===== src/rtl/tt_pkg.sv =====
// Shared types and helpers for the truth-table extractor: FSM states, row count
// and the row-to-code-bit mapping (row 000 lands in code[7]).
package tt_pkg;

    typedef enum logic [1:0] {
        IDLE,
        SETTLE,
        SAMPLE,
        DONE
    } tt_state_t;

    localparam int TT_ROWS = 8;

    function automatic logic [2:0] tt_row_bit(input logic [2:0] row);
        return 3'd7 - row;
    endfunction

endpackage


===== src/rtl/tt_phase_timer.sv =====
// Loadable down-counter that paces the SETTLE and SAMPLE phases; expire marks
// the final cycle of the currently loaded phase.
module tt_phase_timer #(
    parameter int WIDTH = 2
) (
    input  logic             clk,
    input  logic             rst_n,
    input  logic             load,
    input  logic             en,
    input  logic [WIDTH-1:0] load_val,
    output logic [WIDTH-1:0] cnt,
    output logic             expire
);

    logic [WIDTH-1:0] cnt_q;
    logic [WIDTH-1:0] cnt_d;

    always_comb begin
        cnt_d = cnt_q;
        if (load) begin
            cnt_d = load_val;
        end else if (en && (cnt_q != '0)) begin
            cnt_d = cnt_q - WIDTH'(1);
        end
    end

    always_ff @(posedge clk or negedge rst_n) begin
        if (!rst_n) begin
            cnt_q <= '0;
        end else begin
            cnt_q <= cnt_d;
        end
    end

    assign cnt    = cnt_q;
    assign expire = en && (cnt_q == '0);

endmodule


===== src/rtl/truth_table_extractor.sv =====
// Sweeps the 8 input rows of a 3-input device and assembles its 8-bit truth-table
// code. Defining TT_CHECK_EN adds an expected-code input and a registered match flag.
module truth_table_extractor
    import tt_pkg::*;
#(
    parameter int SETTLE_CYCLES = 4,
    parameter int SAMPLE_CNT    = 3
) (
    input  logic       clk,
    input  logic       rst_n,
    input  logic       start,
    input  logic       abort,
    input  logic       dut_out,
    output logic       dut_in1,
    output logic       dut_in2,
    output logic       dut_in3,
    output logic       busy,
    output logic       done,
    output logic [7:0] code,
    output logic [7:0] unstable
`ifdef TT_CHECK_EN
    ,
    input  logic [7:0] expected,
    output logic       match
`endif
);

    localparam int MAX_CYC = (SETTLE_CYCLES > SAMPLE_CNT) ? SETTLE_CYCLES : SAMPLE_CNT;
    localparam int TW      = (MAX_CYC > 1) ? $clog2(MAX_CYC) : 1;
    localparam logic [TW-1:0] SETTLE_LOAD = TW'(SETTLE_CYCLES - 1);
    localparam logic [TW-1:0] SAMPLE_LOAD = TW'(SAMPLE_CNT - 1);
    localparam logic [2:0]    LAST_ROW    = 3'(TT_ROWS - 1);

    tt_state_t   state_q, state_d;
    logic [2:0]  row_q, row_d;
    logic [2:0]  dut_in_q, dut_in_d;
    logic        busy_q, busy_d;
    logic        done_q, done_d;
    logic [7:0]  code_q, code_d;
    logic [7:0]  unstable_q, unstable_d;
    logic        first_q, first_d;
    logic        diff_q, diff_d;

    logic          timer_load;
    logic          timer_en;
    logic [TW-1:0] timer_val;
    logic [TW-1:0] timer_cnt;
    logic          timer_expire;

    logic first_now;
    logic sample_diff;

    tt_phase_timer #(
        .WIDTH(TW)
    ) u_timer (
        .clk     (clk),
        .rst_n   (rst_n),
        .load    (timer_load),
        .en      (timer_en),
        .load_val(timer_val),
        .cnt     (timer_cnt),
        .expire  (timer_expire)
    );

    // The first sample cycle of a row is the one where the freshly loaded count is intact.
    assign first_now   = (timer_cnt == SAMPLE_LOAD);
    assign sample_diff = first_now ? 1'b0 : (diff_q | (dut_out ^ first_q));

`ifdef TT_CHECK_EN
    logic match_q, match_d;
`endif

    always_comb begin
        state_d    = state_q;
        row_d      = row_q;
        dut_in_d   = dut_in_q;
        busy_d     = busy_q;
        done_d     = 1'b0;
        code_d     = code_q;
        unstable_d = unstable_q;
        first_d    = first_q;
        diff_d     = diff_q;
        timer_load = 1'b0;
        timer_val  = SETTLE_LOAD;
        timer_en   = (state_q == SETTLE) || (state_q == SAMPLE);
`ifdef TT_CHECK_EN
        match_d    = match_q;
`endif
        unique case (state_q)
            IDLE: begin
                if (start) begin
                    state_d    = SETTLE;
                    row_d      = 3'd0;
                    dut_in_d   = 3'd0;
                    busy_d     = 1'b1;
                    code_d     = 8'h00;
                    unstable_d = 8'h00;
                    timer_load = 1'b1;
                    timer_val  = SETTLE_LOAD;
`ifdef TT_CHECK_EN
                    match_d    = 1'b0;
`endif
                end
            end
            SETTLE: begin
                if (abort) begin
                    state_d  = IDLE;
                    busy_d   = 1'b0;
                    dut_in_d = 3'd0;
                end else if (timer_expire) begin
                    state_d    = SAMPLE;
                    timer_load = 1'b1;
                    timer_val  = SAMPLE_LOAD;
                end
            end
            SAMPLE: begin
                if (abort) begin
                    state_d  = IDLE;
                    busy_d   = 1'b0;
                    dut_in_d = 3'd0;
                end else begin
                    first_d = first_now ? dut_out : first_q;
                    diff_d  = sample_diff;
                    if (timer_expire) begin
                        code_d[tt_row_bit(row_q)]     = dut_out;
                        unstable_d[tt_row_bit(row_q)] = sample_diff;
                        if (row_q == LAST_ROW) begin
                            state_d  = DONE;
                            busy_d   = 1'b0;
                            done_d   = 1'b1;
                            dut_in_d = 3'd0;
                        end else begin
                            state_d    = SETTLE;
                            row_d      = row_q + 3'd1;
                            dut_in_d   = row_q + 3'd1;
                            timer_load = 1'b1;
                            timer_val  = SETTLE_LOAD;
                        end
                    end
                end
            end
            DONE: begin
                state_d = IDLE;
`ifdef TT_CHECK_EN
                match_d = (code_q == expected) && (unstable_q == 8'h00);
`endif
            end
            default: state_d = IDLE;
        endcase
    end

    always_ff @(posedge clk or negedge rst_n) begin
        if (!rst_n) begin
            state_q    <= IDLE;
            row_q      <= 3'd0;
            dut_in_q   <= 3'd0;
            busy_q     <= 1'b0;
            done_q     <= 1'b0;
            code_q     <= 8'h00;
            unstable_q <= 8'h00;
            first_q    <= 1'b0;
            diff_q     <= 1'b0;
`ifdef TT_CHECK_EN
            match_q    <= 1'b0;
`endif
        end else begin
            state_q    <= state_d;
            row_q      <= row_d;
            dut_in_q   <= dut_in_d;
            busy_q     <= busy_d;
            done_q     <= done_d;
            code_q     <= code_d;
            unstable_q <= unstable_d;
            first_q    <= first_d;
            diff_q     <= diff_d;
`ifdef TT_CHECK_EN
            match_q    <= match_d;
`endif
        end
    end

    assign dut_in1  = dut_in_q[2];
    assign dut_in2  = dut_in_q[1];
    assign dut_in3  = dut_in_q[0];
    assign busy     = busy_q;
    assign done     = done_q;
    assign code     = code_q;
    assign unstable = unstable_q;
`ifdef TT_CHECK_EN
    assign match    = match_q;
`endif

endmodule


===== config.mk =====
export PLATFORM = sky130hd
export DESIGN_NAME = truth_table_extractor
export DESIGN_NICKNAME = d
export VERILOG_FILES = /design/src/rtl/tt_pkg.sv /design/src/rtl/tt_phase_timer.sv /design/src/rtl/truth_table_extractor.sv
export SDC_FILE = /design/constraint.sdc
export NUM_CORES = 1
export LEC_CHECK = 0
export BUFFER_PORTS_ARGS = -buffer_cell sky130_fd_sc_hd__clkbuf_2
export CORE_MARGIN = 10
export CORE_UTILIZATION = 55
export DETAILED_ROUTE_END_ITERATION = 12
export PLACE_DENSITY = 0.78
export SLEW_MARGIN = 20
export SYNTH_ARGS = -nofsm -noshare
export SYNTH_HDL_FRONTEND = slang
export SYNTH_SLANG_ARGS = --single-unit

===== constraint.sdc =====
create_clock -name clk -period 2 [get_ports clk]
set_clock_uncertainty 0.1 [all_clocks]
set_input_delay 0 -clock clk [delete_from_list [all_inputs] [get_ports clk]]
set_output_delay 0 -clock clk [all_outputs]
set_load 0.01 [all_outputs]

Word level (Yosys, flattened, before mapping)
Index checks and enable logic that the tools add are counted.
{ "op_classes": {"magnitude_cmp": 2, "bitwise": 3, "n_mux": 51, "n_reduce_logical": 17, "addsub": 3, "n_eq_ne": 13} }
{ "ops": {"columns": ["cell", "n"], "rows": [
  ["$mux 8", 5],
  ["$pmux 8 s2", 2],
  ["$mux 3", 8],
  ["$mux 1", 20],
  ["$bwmux 8", 2],
  ["$mux 2", 8],
  ["$ne 2x2->1 const B", 5],
  ["$reduce_and 5->1", 2],
  ["$pmux 3 s3", 1],
  ["$pmux 2 s4", 1],
  ["$reduce_and 4->1", 2],
  ["$eq 2x2->1 const B", 3],
  ["$ne 3x3->1 const B", 2],
  ["$pmux 1 s3", 2],
  ["$pmux 3 s2", 1],
  ["$reduce_and 3->1", 2],
  ["$reduce_bool 2->1", 3],
  ["$logic_not 2->1", 2],
  ["$lt 3x4->1 const B", 1],
  ["$add 3x1->3 const B", 1],
  ["$demux 1 s3", 1],
  ["$eq 3x3->1 const B", 1],
  ["$ge 3x1->1 const B", 1],
  ["$logic_and 1x1->1", 3],
  ["10 further kinds", 10]
]} }
{ "word_totals": {"regBits": 30, "out_inout_bits": 21, "wordCells": 99, "inputBits": 5} }

Longest topological paths before layout
Gate-level depths: netlist (run 1).
{ "logic_depth": {"ltp_word": 9, "mapped_depth": 8, "mapped_depth_nobuf": 6} }

Modules after synthesis
A second synthesis (run 1) with hierarchy kept.
{ "unflattened": {"hier_cells": 176, "area_unflattened_um2": 1686.6} }
{ "modules_own_cells": {"columns": ["mod", "cells_per_inst", "area_each_um2", "seq_area_each_um2", "instances"], "rows": [
  ["truth_table_extractor", 162, 1549.0, 700.7, 1],
  ["tt_phase_timer", 14, 137.6, 50.0, 1]
]} }

Least setup slack after synthesis (run 1)
OpenSTA, ideal clock, no wires.
{ "synth_path": {"path_type": "register to register", "from": "register state_q[0]", "to": "register unstable_q[4], in the netlist unstable[4]", "setup_ns": 0.077, "t_arrival_ns": 1.680, "stages_incl_launch_ff": 9, "setup_slack_ns": 0.143, "period_less_slack_ns": 1.857, "t_required_ns": 1.823, "path_buffers": 2, "cell_sequence": "dfrtp_1 > inv_1 > ha_1 > and2b_1 > buf_4 > nand3_2 > or3_1 > buf_2 > o21ai_1"} }
{ "synth_between": {"elab_chain_cells": 5, "elab_cells_between_ends": 11, "cone_classes": "5 x eq/ne; 1 x mux; 5 x reduce/logical"} }
{ "synth_lines": {"columns": ["element", "line", "text"], "rows": [
  ["from (decl)", "truth_table_extractor.sv:34", "tt_state_t state_q, state_d;"],
  ["from (signal assigned)", "truth_table_extractor.sv:167", "state_q <= state_d;"],
  ["$eq 2x1->1 / $eq 2x2->1 (equally long branches)", "truth_table_extractor.sv:85, truth_table_extractor.sv:89", null],
  ["$logic_or 1x1->1", "truth_table_extractor.sv:85", "timer_en = (state_q == SETTLE) || (state_q == SAMPLE);"],
  ["$logic_and 1x1->1", "tt_phase_timer.sv:36", "assign expire = en && (cnt_q == '0);"],
  ["$ne 2x2->1 (no source line)", null, null],
  ["$reduce_and 4->1 (no source line)", null, null],
  ["to (signal assigned)", "truth_table_extractor.sv:173", "unstable_q <= unstable_d;"],
  ["to (decl)", "truth_table_extractor.sv:40", "logic [7:0] unstable_q, unstable_d;"]
]} }
Parallel ways exist; a longest one is shown, timed or not.
A chain may end at the register's enable or synchronous reset.

Worst setup path in the final report (run 1)
{ "layout_path": {"from": "register state_q[1]", "to": "register row_q[0]"} }
{ "layout_between": {"elab_chain_cells": 5, "elab_cells_between_ends": 12, "cone_classes": "6 x eq/ne; 1 x mux; 5 x reduce/logical"} }
{ "layout_lines": {"columns": ["element", "line", "text"], "rows": [
  ["$eq 2x1->1 / $eq 2x2->1 (equally long branches)", "truth_table_extractor.sv:85, truth_table_extractor.sv:89", null],
  ["$logic_or 1x1->1", "truth_table_extractor.sv:85", null],
  ["$logic_and 1x1->1", "tt_phase_timer.sv:36", null],
  ["$ne 2x2->1 (no source line)", null, null],
  ["$reduce_and 5->1 (no source line)", null, null],
  ["to (signal assigned)", "truth_table_extractor.sv:168", "row_q <= row_d;"],
  ["to (decl)", "truth_table_extractor.sv:35", "logic [2:0] row_q, row_d;"]
]} }
Parallel ways exist; a longest one is shown, timed or not.

==> metrics.csv, run 1 <==
stage,metric,value,unit
cts,htree_levels,2,
critical_path,crit_required,2110,ps
synth,syn_area_per_cell,10.0,µm²
cts,cts_made_buffers,5,
cells_and_area,layoutNonFillerInstCount,223,
grt,grt_max_degree,31,
critical_path,critPathMaxFanout,5,
timing,min_period,1890,ps
critical_path,r2r_slack,110,ps
die,io_pins,26,
synth,ys_types,34,
critical_path,r2r_end,row_q[0],
synth,synth_flop_cell,dfrtp_1,
cells_and_area,n_antenna_cell,0,
cts,clock-root-buffer,clkbuf_4,
timing,worstMarginPinSlew,742,ps
drt,drt-pass1-iter-count,4,
drt,routedWlPerCell,15.8,µm
synth,ys_seq_area_frac,0.475,
die,core,2760,µm²
timing,hold_slack,22.0,ps
grt,grt_pass1_vias,1303,
cts,clk_pin_slew,80,ps
power,leakagePower,0.902,nW
drt,routed-wl-met2,1.65,mm
timing,report.final.slew_viol_count,0,
power,internal_power,1.13,mW
cells_and_area,layout.nets,207,
timing,rsz0062_at_grt,false,
cts,clockBufferDepth,2,
grt,grtUsageTotal,0.137,
power,power.net_switching,627,µW
timing,finalHoldViolCount,0,
critical_path,cp-startpoint,state_q[1],
power,combPwrFrac,0.390,
critical_path,reg2reg_depth,6,
critical_path,cp-end-kind,register,
timing,fmax,529,MHz
drt,initialDrtViolationCount,92,
cts,clock_sinks,30,
drt,dr_total_vias,1292,
critical_path,cp.arrival,2000,ps
timing,setup_tns,0,ps
critical_path,critical_path_class,register to register,
cells_and_area,drive_above_1_share,0.260,
die,dieArea,5420,µm²
die,fp.dieH,73.6,µm
placed_design,port_buffers,25,
timing,timing.final.ws_setup,109,ps
synth,ys_seq_elements,30,
synth,netlist_instances,158,
power,seqPwrFrac,0.415,
drt,wl,3.53,mm
grt,grt-ovfl-total,0,
synth,synth_area,1580,µm²
power,switching_share,0.356,
synth,synth_edf_count,0,
timing,slew_headroom,0.505,
placed_design,dp_slack,22.8,ps
drt,wl_met1,1.58,mm
drt,highest_layer,met4,
grt,antenna_found_initial,0,
die,die_w,73.6,µm
critical_path,r2r_start,state_q[1],
critical_path,cp-start-kind,register,
placed_design,hpwl,2.66,mm
drt,ant_nets,0,
critical_path,crit_end,row_q[0],
timing,finalSetupViolCount,0,
power,clockPowerShare,0.196,
synth,yosys_warnings,0,
power,total_power,1.76,mW
drt,wl_met3,248,µm
die,start_util,0.574,
placed_design,dp.cells,215,
synth,async_reset_ff_frac,1.00,
cts,clock_latency,320,ps
drt,drc,0,
power,p_per_area,939,nW/µm²
die,num_rows,19,
cts,cts_tree,done,
min_path,holdCritPathClass,input pin to register,
run_status,status,"complete, no violations",
drt,via_per_inst,5.79,
power,peakVddDrop,839,µV
placed_design,gp_congestion,0.844,
timing,fin_crit_sh,0.946,
grt,grt_pass1_wl,5.91,mm
synth,synthesis.nets,172,
run,drv_cap,0,
cells_and_area,area_growth,18.5,%
-- power by group through the flow --
stage | clock network [mW] | logic, mW | registers (mW)
final | 0.345 | 0.686 | 0.730
after global routing | 0.379 | 0.753 | 0.738
after CTS | 0.361 | 0.635 | 0.726
after detailed placement | 0 | 0.628 | 0.738
after global placement | 0 | 0.604 | 0.731
after floorplan | 0 | 0.438 | 0.738
-- Yosys cell counts (all sizes together) (2+ instances only) --
cell     number  area [µm²]
dfrtp        30         751
nand2        20        75.1
o21ai        19        95.1
o211ai       10        75.1
a22o          9        78.8
ha            9         113
inv           8        30.0
nor2          6        22.5
nand2b        5        31.3
a21oi         4        20.0
clkbuf        4        15.0
mux2          4        45.0
mux2i         3        30.0
nand3         3        20.0
nand3b        3        22.5
buf           2        12.5
nor2b         2        12.5
o2111ai       2        17.5
o31ai         2        15.0
or3           2        12.5
-- critical path: stages (launching register included) --
cell       delay, ps
dfrtp_1          460
inv_2            100
ha_4             290
nand2_1           90
o21ai_1          230
o2111ai_1        210
mux2_2           310
-- per-layer routing --
metal | GRT usage | up-vias
li1 | - | 639
met1 | 0.162 | 613
met2 | 0.218 | 35
met3 | 0.0417 | 5
met4 | 0.0704 | 0
met5 | 0 | -
-- area by class of cell --
| cell class | instances | area [µm²] |
|---|---|---|
| Tap cell | 31 | 38.8 |
| Sequential cell | 30 | 751 |
| Timing Repair Buffer | 34 | 198 |
| Fill cell | 207 | 883 |
| Clock buffer | 6 | 51.3 |
| Multi-Input combinational cell | 114 | 806 |
| Inverter | 8 | 30.0 |
-- placed cells by master, fill, tap and decap left out, drive strengths merged, types with 6 or more instances in the layout --
cell	n
ha	9
nor2	6
a22o	9
nand2	20
inv	8
buf	7
clkbuf	31
dfrtp	30
o211ai	10
o21ai	19
-- how the worst min path moves through the flow --
stage	startpoint	end	depth (start not counted)
floorplan	rst_n	busy	0
global placement	rst_n	dut_in_q[2]	1
detailed placement	rst_n	dut_in_q[0]	1
CTS	start	u_timer.cnt[1]	4
global route	start	u_timer.cnt[1]	4
finish	start	u_timer.cnt[1]	4
-- cell families after synthesis --
kind of cell / share of synthesized area
XOR/XNOR: 0.0111
adder cells (fa/ha/maj): 0.0712
buffers and inverters: 0.0364
flip-flops: 0.475
AND/OR/NAND/NOR: 0.151
AO/OA/AOI/OAI: 0.208
multiplexers: 0.0475
-- through the flow --
stage                      util  instance area, µm²
after global placement    0.642                1770
final                     0.680                1870
after CTS                 0.668                1840
after global routing      0.680                1870
after detailed placement  0.642                1770
after floorplan               -                1580
-- registers in the layout (all words and copies together) (netlist names) --
name and cells:
code 8, unstable 8, dut_in_q 3, row_q 3, state_q 2, u_timer.cnt 2
busy 1, diff_q 1, done 1, first_q 1
-- what timing repair did --
action	in CTS	in global routing
hold endpoints to repair	32	0
setup endpoints to repair	0	17
hold buffers	2	0
resized for setup	0	9
buffers inserted	0	0
Note: power is estimated with default switching activity, not from simulation.
==> run 2, diff against run 1 <==
--- a/config.mk
+++ b/config.mk
@@ -6,9 +6,11 @@
 export NUM_CORES = 1
 export LEC_CHECK = 0
 export BUFFER_PORTS_ARGS = -buffer_cell sky130_fd_sc_hd__clkbuf_2
+export CAP_MARGIN = 10
 export CORE_MARGIN = 10
 export CORE_UTILIZATION = 55
 export DETAILED_ROUTE_END_ITERATION = 12
+export MAX_ROUTING_LAYER = met4
 export PLACE_DENSITY = 0.78
 export SLEW_MARGIN = 20
 export SYNTH_ARGS = -nofsm -noshare
==> run 2 against run 1 <==
Net effect:
- sequential power is essentially flat
- setup slack gained 2.2 ps
- via count increased by 1.0%
- critical path type unchanged
- register-to-register slack is essentially flat
- cell area stayed put
- critical path depth stayed put
- highest routed layer unchanged
- clock power hardly changed
- maximum frequency increased by 0.12%
- core utilization stayed put
==> metrics.csv, run 2 (synthesis results as in run 1) <==
stage,metric,value,unit,change
run_status,status,"complete, no violations",,
grt,grt_pass1_wl,5.92,mm,+0.12%
drt,dr_total_vias,1305,,+1.0%
min_path,whs_path_depth,4,,unchanged
cts,clock_latency,320,ps,about the same
die,start_util,0.574,,unchanged
run,drv_cap,0,,unchanged
timing,rsz0062_at_grt,false,,
timing,timing.final.ws_setup,111,ps,+2.19 ps
critical_path,critPathMaxFanout,5,,unchanged
drt,wl,3.55,mm,+0.40%
cells_and_area,layout_commonest_cell,dfrtp_1,,
die,fp.dieH,73.6,µm,unchanged
timing,finalSetupViolCount,0,,unchanged
die,core,2760,µm²,unchanged
drt,drt-pass1-iter-count,5,,+1
critical_path,slowest_stage,dfrtp_1,,
power,p_per_area,941,nW/µm²,+0.15%
timing,slew_headroom,0.504,,-0.000998
cells_and_area,final_cell_mix,"dfrtp_1 (30), clkbuf_2 (25), nand2_1 (19)",,
die,num_rows,19,,unchanged
placed_design,hpwl,2.66,mm,unchanged
critical_path,r2r_end,row_q[0],,
die,dieArea,5420,µm²,unchanged
timing,min_period,1890,ps,-2.19 ps
cells_and_area,n_antenna_cell,0,,unchanged
die,die_w,73.6,µm,unchanged
drt,initialDrtViolationCount,91,,-1.1%
grt,grt_pass1_vias,1300,,-0.23%
timing,setup_tns,0,ps,unchanged
min_path,hold_start,start,,
critical_path,cp-start-kind,register,,
critical_path,r2r_start,state_q[1],,
placed_design,dp.cells,215,,unchanged
cells_and_area,layoutNonFillerInstCount,223,,unchanged
timing,fmax,529,MHz,+0.12%
drt,drc,0,,unchanged
timing,finalHoldViolCount,0,,unchanged
cts,clk_pin_slew,80,ps,about the same
cells_and_area,area_growth,18.5,%,unchanged
cts,clock_sinks,30,,unchanged
timing,fin_crit_sh,0.944,,-0.00110
critical_path,reg2reg_depth,6,,unchanged
cells_and_area,fill_cells,207,,unchanged
critical_path,cp.arrival,2000,ps,about the same
grt,grt-ovfl-total,0,,unchanged
min_path,holdCritPathClass,input pin to register,,
drt,ant_nets,0,,unchanged
die,io_pins,26,,unchanged
power,leakagePower,0.902,nW,unchanged
critical_path,path_buf_inv,1,,unchanged
placed_design,dp_slack,22.8,ps,unchanged
power,peakVddDrop,841,µV,+0.23%
drt,routedWlPerCell,15.9,µm,+0.40%
cts,htree_levels,2,,unchanged
critical_path,critical_path.top_delay_family,flip-flops,,
timing,worstMarginPinSlew,744,ps,+1.50 ps
min_path,hold_end,u_timer.cnt[1],,
grt,antenna_found_initial,0,,unchanged
cts,clock-root-buffer,clkbuf_4,,
critical_path,r2r_slack,110,ps,about the same
critical_path,path_cells,inv_2 > ha_4 > nand2_1 > o21ai_1 > o2111ai_1 > mux2_2,,
critical_path,cp-end-kind,register,,
placed_design,gp_congestion,0.858,,+1.6%
drt,via_per_inst,5.85,,+1.0%
placed_design,port_buffers,25,,unchanged
cts,cts_tree,done,,
cells_and_area,drive_above_1_share,0.260,,unchanged
cells_and_area,layout.nets,207,,unchanged
critical_path,critical_path_class,register to register,,
grt,grtUsageTotal,0.141,,+0.00414
critical_path,crit_required,2110,ps,about the same
cts,clockBufferDepth,2,,unchanged
timing,report.final.slew_viol_count,0,,unchanged
power,total_power,1.76,mW,+0.15%
grt,grt_max_degree,31,,unchanged
cts,cts_made_buffers,5,,unchanged
critical_path,crit_path_max_incr_delay,460,ps,about the same
==> run 2: cell counts in the layout (fill, tap and decap cells not counted) <==
No cell type changed its count.
==> run 2: through the flow <==
| step | area (µm²) | utilization | hold slack [ps] |
|---|---|---|---|
| floorplan | 1580 | - | -396 |
| global placement | 1770 | 0.642 | -16.0 |
| detailed placement | 1770 | 0.642 | -3.10 |
| CTS | 1840 | 0.668 | 2.88 |
| global route | 1870 | 0.680 | 46.0 |
| finish | 1870 | 0.680 | 21.3 |
==> run 2: worst max-delay path by stage <==
stage | end | from | cells past startpoint | slack [ps]
2_1_floorplan | unstable[4] | state_q[0] | 8 | 140
3_3_place_gp | unstable[5] | state_q[0] | 6 | 120
3_5_place_dp | unstable[5] | state_q[1] | 6 | 20
4_1_cts | unstable[5] | state_q[1] | 6 | 10
5_1_grt | code[4] | state_q[0] | 7 | 7
6_report | row_q[0] | state_q[1] | 6 | 110
==> run 2: cell type report <==
cell class	count	area (µm²)	area share
multi-input combinational	114	806	0.430
sequential	30	751	0.401
timing repair buffer	34	198	0.105
clock buffer	6	51.3	0.0274
tap	31	38.8	0.0207
inverter	8	30.0	0.0160
==> run 2: tightest hold or removal path: cells and delay by family <==
kind	cells	cell delay (ps)
buffers and inverters	1	110
AOI/OAI and AO/OA	1	70
and+or+nand+nor	2	220
==> run 2: where the power goes <==
group | switching (mW) | internal [mW] | leakage [nW]
Sequential | 0.0495 | 0.681 | 0.405
Combinational | 0.392 | 0.294 | 0.467
Clock | 0.188 | 0.158 | 0.0302
==> run 2: per-layer routing <==
layer  wire length (µm)  part of all wire  GRT usage  vias to the layer above
met4                 55             0.016     0.0704                        0
li1                   -                 -          -                      640
met5                  0                 0          -                        -
met1               1580              0.45      0.166                      623
met3                238             0.067     0.0377                        5
met2               1670              0.47      0.218                       37
==> run 2: repair_timing <==
item	4_1_cts	5_1_grt
resized for setup	0	9
endpoints found under the hold margin	32	0
setup endpoints to repair	0	17
buffers inserted	0	0
hold buffers	2	0
==> run 3, diff against run 2 <==
--- a/config.mk
+++ b/config.mk
@@ -12,6 +12,7 @@
 export DETAILED_ROUTE_END_ITERATION = 12
 export MAX_ROUTING_LAYER = met4
 export PLACE_DENSITY = 0.78
+export REMOVE_ABC_BUFFERS = 1
 export SLEW_MARGIN = 20
 export SYNTH_ARGS = -nofsm -noshare
 export SYNTH_HDL_FRONTEND = slang
==> run 3 against run 2 <==
Net effect:
- setup slack improved by 2.2 ps
- wire length is 3.6% higher
- critical path depth did not move
- die area unchanged
- critical path type unchanged
- count of clock-buffer cells in the layout grew 1
- combinational power grew 4.1%
- hold slack better by 51 ps
- highest routed layer unchanged
- sequential power about the same
- register-to-register slack hardly changed
- clock power up 8.4%
==> metrics.csv, run 3 (synthesis results as in run 1) <==
stage,metric,value,unit,change
run_status,status,"complete, no violations",,
timing,worstMarginPinSlew,731,ps,-12.6 ps
power,leakagePower,0.921,nW,+2.1%
cts,clock_latency,330,ps,about the same
cts,cts_made_buffers,5,,unchanged
cells_and_area,n_antenna_cell,0,,unchanged
drt,initialDrtViolationCount,103,,+13%
die,num_rows,19,,unchanged
critical_path,cp-end-kind,register,,
grt,grtUsageTotal,0.150,,+0.00854
drt,wl,3.67,mm,+3.6%
timing,finalHoldViolCount,0,,unchanged
power,total_power,1.82,mW,+3.2%
placed_design,port_buffers,25,,unchanged
critical_path,cp.arrival,2030,ps,+30 ps
cells_and_area,layout_commonest_cell,dfrtp_1,,
placed_design,dp.cells,215,,unchanged
cts,cts_tree,done,,
cells_and_area,drive_above_1_share,0.270,,+0.00999
drt,ant_nets,0,,unchanged
critical_path,r2r_slack,110,ps,about the same
run,drv_cap,0,,unchanged
timing,min_period,1890,ps,-2.19 ps
die,dieArea,5420,µm²,unchanged
timing,finalSetupViolCount,0,,unchanged
die,io_pins,26,,unchanged
min_path,holdCritPathClass,input pin to register,,
die,core,2760,µm²,unchanged
critical_path,reg2reg_depth,6,,unchanged
critical_path,cp-startpoint,state_q[0],,
cts,clk_pin_slew,90,ps,about the same
drt,via_per_inst,5.76,,-1.6%
die,start_util,0.574,,unchanged
power,p_per_area,958,nW/µm²,+1.9%
cts,clock-root-buffer,clkbuf_4,,
grt,grt_max_degree,31,,unchanged
critical_path,critPathMaxFanout,8,,+3
timing,fin_crit_sh,0.943,,-0.00110
critical_path,crit_end,unstable[5],,
die,die_w,73.6,µm,unchanged
drt,dr_total_vias,1307,,+0.15%
critical_path,r2r_end,unstable[5],,
cells_and_area,final_cell_mix,"dfrtp_1 (30), clkbuf_2 (25), nand2_1 (19)",,
drt,drt-pass1-iter-count,4,,-1
critical_path,cp-start-kind,register,,
cells_and_area,area_growth,20.0,%,
placed_design,dp_slack,-28.2,ps,-51.0 ps
timing,slew_headroom,0.513,,+0.00841
timing,timing.final.ws_setup,113,ps,+2.19 ps
critical_path,r2r_start,state_q[0],,
timing,fmax,530,MHz,+0.12%
cts,clockBufferDepth,2,,unchanged
cts,clock_sinks,30,,unchanged
grt,grt_pass1_wl,6.20,mm,+4.8%
power,peakVddDrop,680,µV,-19%
placed_design,hpwl,2.74,mm,+2.8%
critical_path,critical_path_class,register to register,,
drt,drc,0,,unchanged
critical_path,crit_required,2150,ps,+40 ps
grt,grt-ovfl-total,0,,unchanged
grt,grt_pass1_vias,1323,,+1.8%
die,fp.dieH,73.6,µm,unchanged
cells_and_area,layout.nets,209,,+0.97%
placed_design,gp_congestion,0.859,,+0.22%
cells_and_area,layoutNonFillerInstCount,227,,+1.8%
grt,antenna_found_initial,0,,unchanged
cts,htree_levels,2,,unchanged
timing,report.final.slew_viol_count,0,,unchanged
drt,routedWlPerCell,16.2,µm,+1.7%
cells_and_area,fill_cells,233,,+13%
==> run 3: changes by cell type in the layout (fill, tap and decap cells not counted), sizes merged <==
cell	previous run	this run
buf	7	8
clkinv	0	1
dlygate4sd3	2	3
clkbuf	31	32
==> run 3: final cells by class <==
class	count	area, µm²	share of cell area
Inverter	8	30.0	0.0158
Sequential cell	30	751	0.396
Tap cell	31	38.8	0.0204
Clock inverter	1	5.00	0.00264
Clock buffer	7	55.1	0.0290
Multi-Input combinational cell	114	803	0.423
Timing Repair Buffer	36	215	0.113
==> run 3: how the worst min path moves through the flow <==
stage / startpoint / endpoint / slack (ps) / depth (start not counted)
after global placement: rst_n / code[1] / -9 / 1
after CTS: abort / dut_in_q[1] / 30 / 3
after floorplan: rst_n / busy / -400 / 0
after detailed placement: rst_n / code[2] / -10 / 1
final: abort / dut_in_q[1] / 70 / 3
after global routing: abort / state_q[1] / 90 / 3
==> run 3: worst max-delay path, cell delays in order (launching register included) <==
cell     delay, ps
dfrtp_1        420
inv_2          120
ha_2           220
and2b_1        240
nand3_2        130
or3_4          430
o21ai_1        160
==> run 3: layer usage <==
metal	global-route usage	routed length [µm]	share of wire
met1	0.168	1600	0.43
met2	0.237	1800	0.49
met4	0.0725	91	0.025
met3	0.0458	183	0.050
met5	-	0	0
==> run 3: metrics by stage <==
step / area [µm²] / hold WS, ps / setup TNS, ps / util
detailed placement: 1770 / -10.2 / -67.2 / 0.642
floorplan: 1550 / -396 / -314 / -
CTS: 1870 / 27.3 / 0 / 0.677
finish: 1900 / 71.9 / 0 / 0.688
global route: 1900 / 87.6 / -20.0 / 0.688
global placement: 1770 / -9.48 / 0 / 0.642
==> run 3: timing repair <==
| action | 4_1_cts | 5_1_grt |
|---|---|---|
| setup buffers | 0 | 1 |
| endpoints found under the hold margin | 33 | 0 |
| pin swaps | 0 | 1 |
| resized for setup | 2 | 7 |
| hold buffers | 3 | 0 |
| endpoints found under the setup margin | 13 | 20 |
==> run 3: power breakdown <==
group | switching, mW | internal (mW)
Combinational | 0.406 | 0.308
Clock | 0.205 | 0.170
Sequential | 0.0484 | 0.681
Total | 0.659 | 1.16
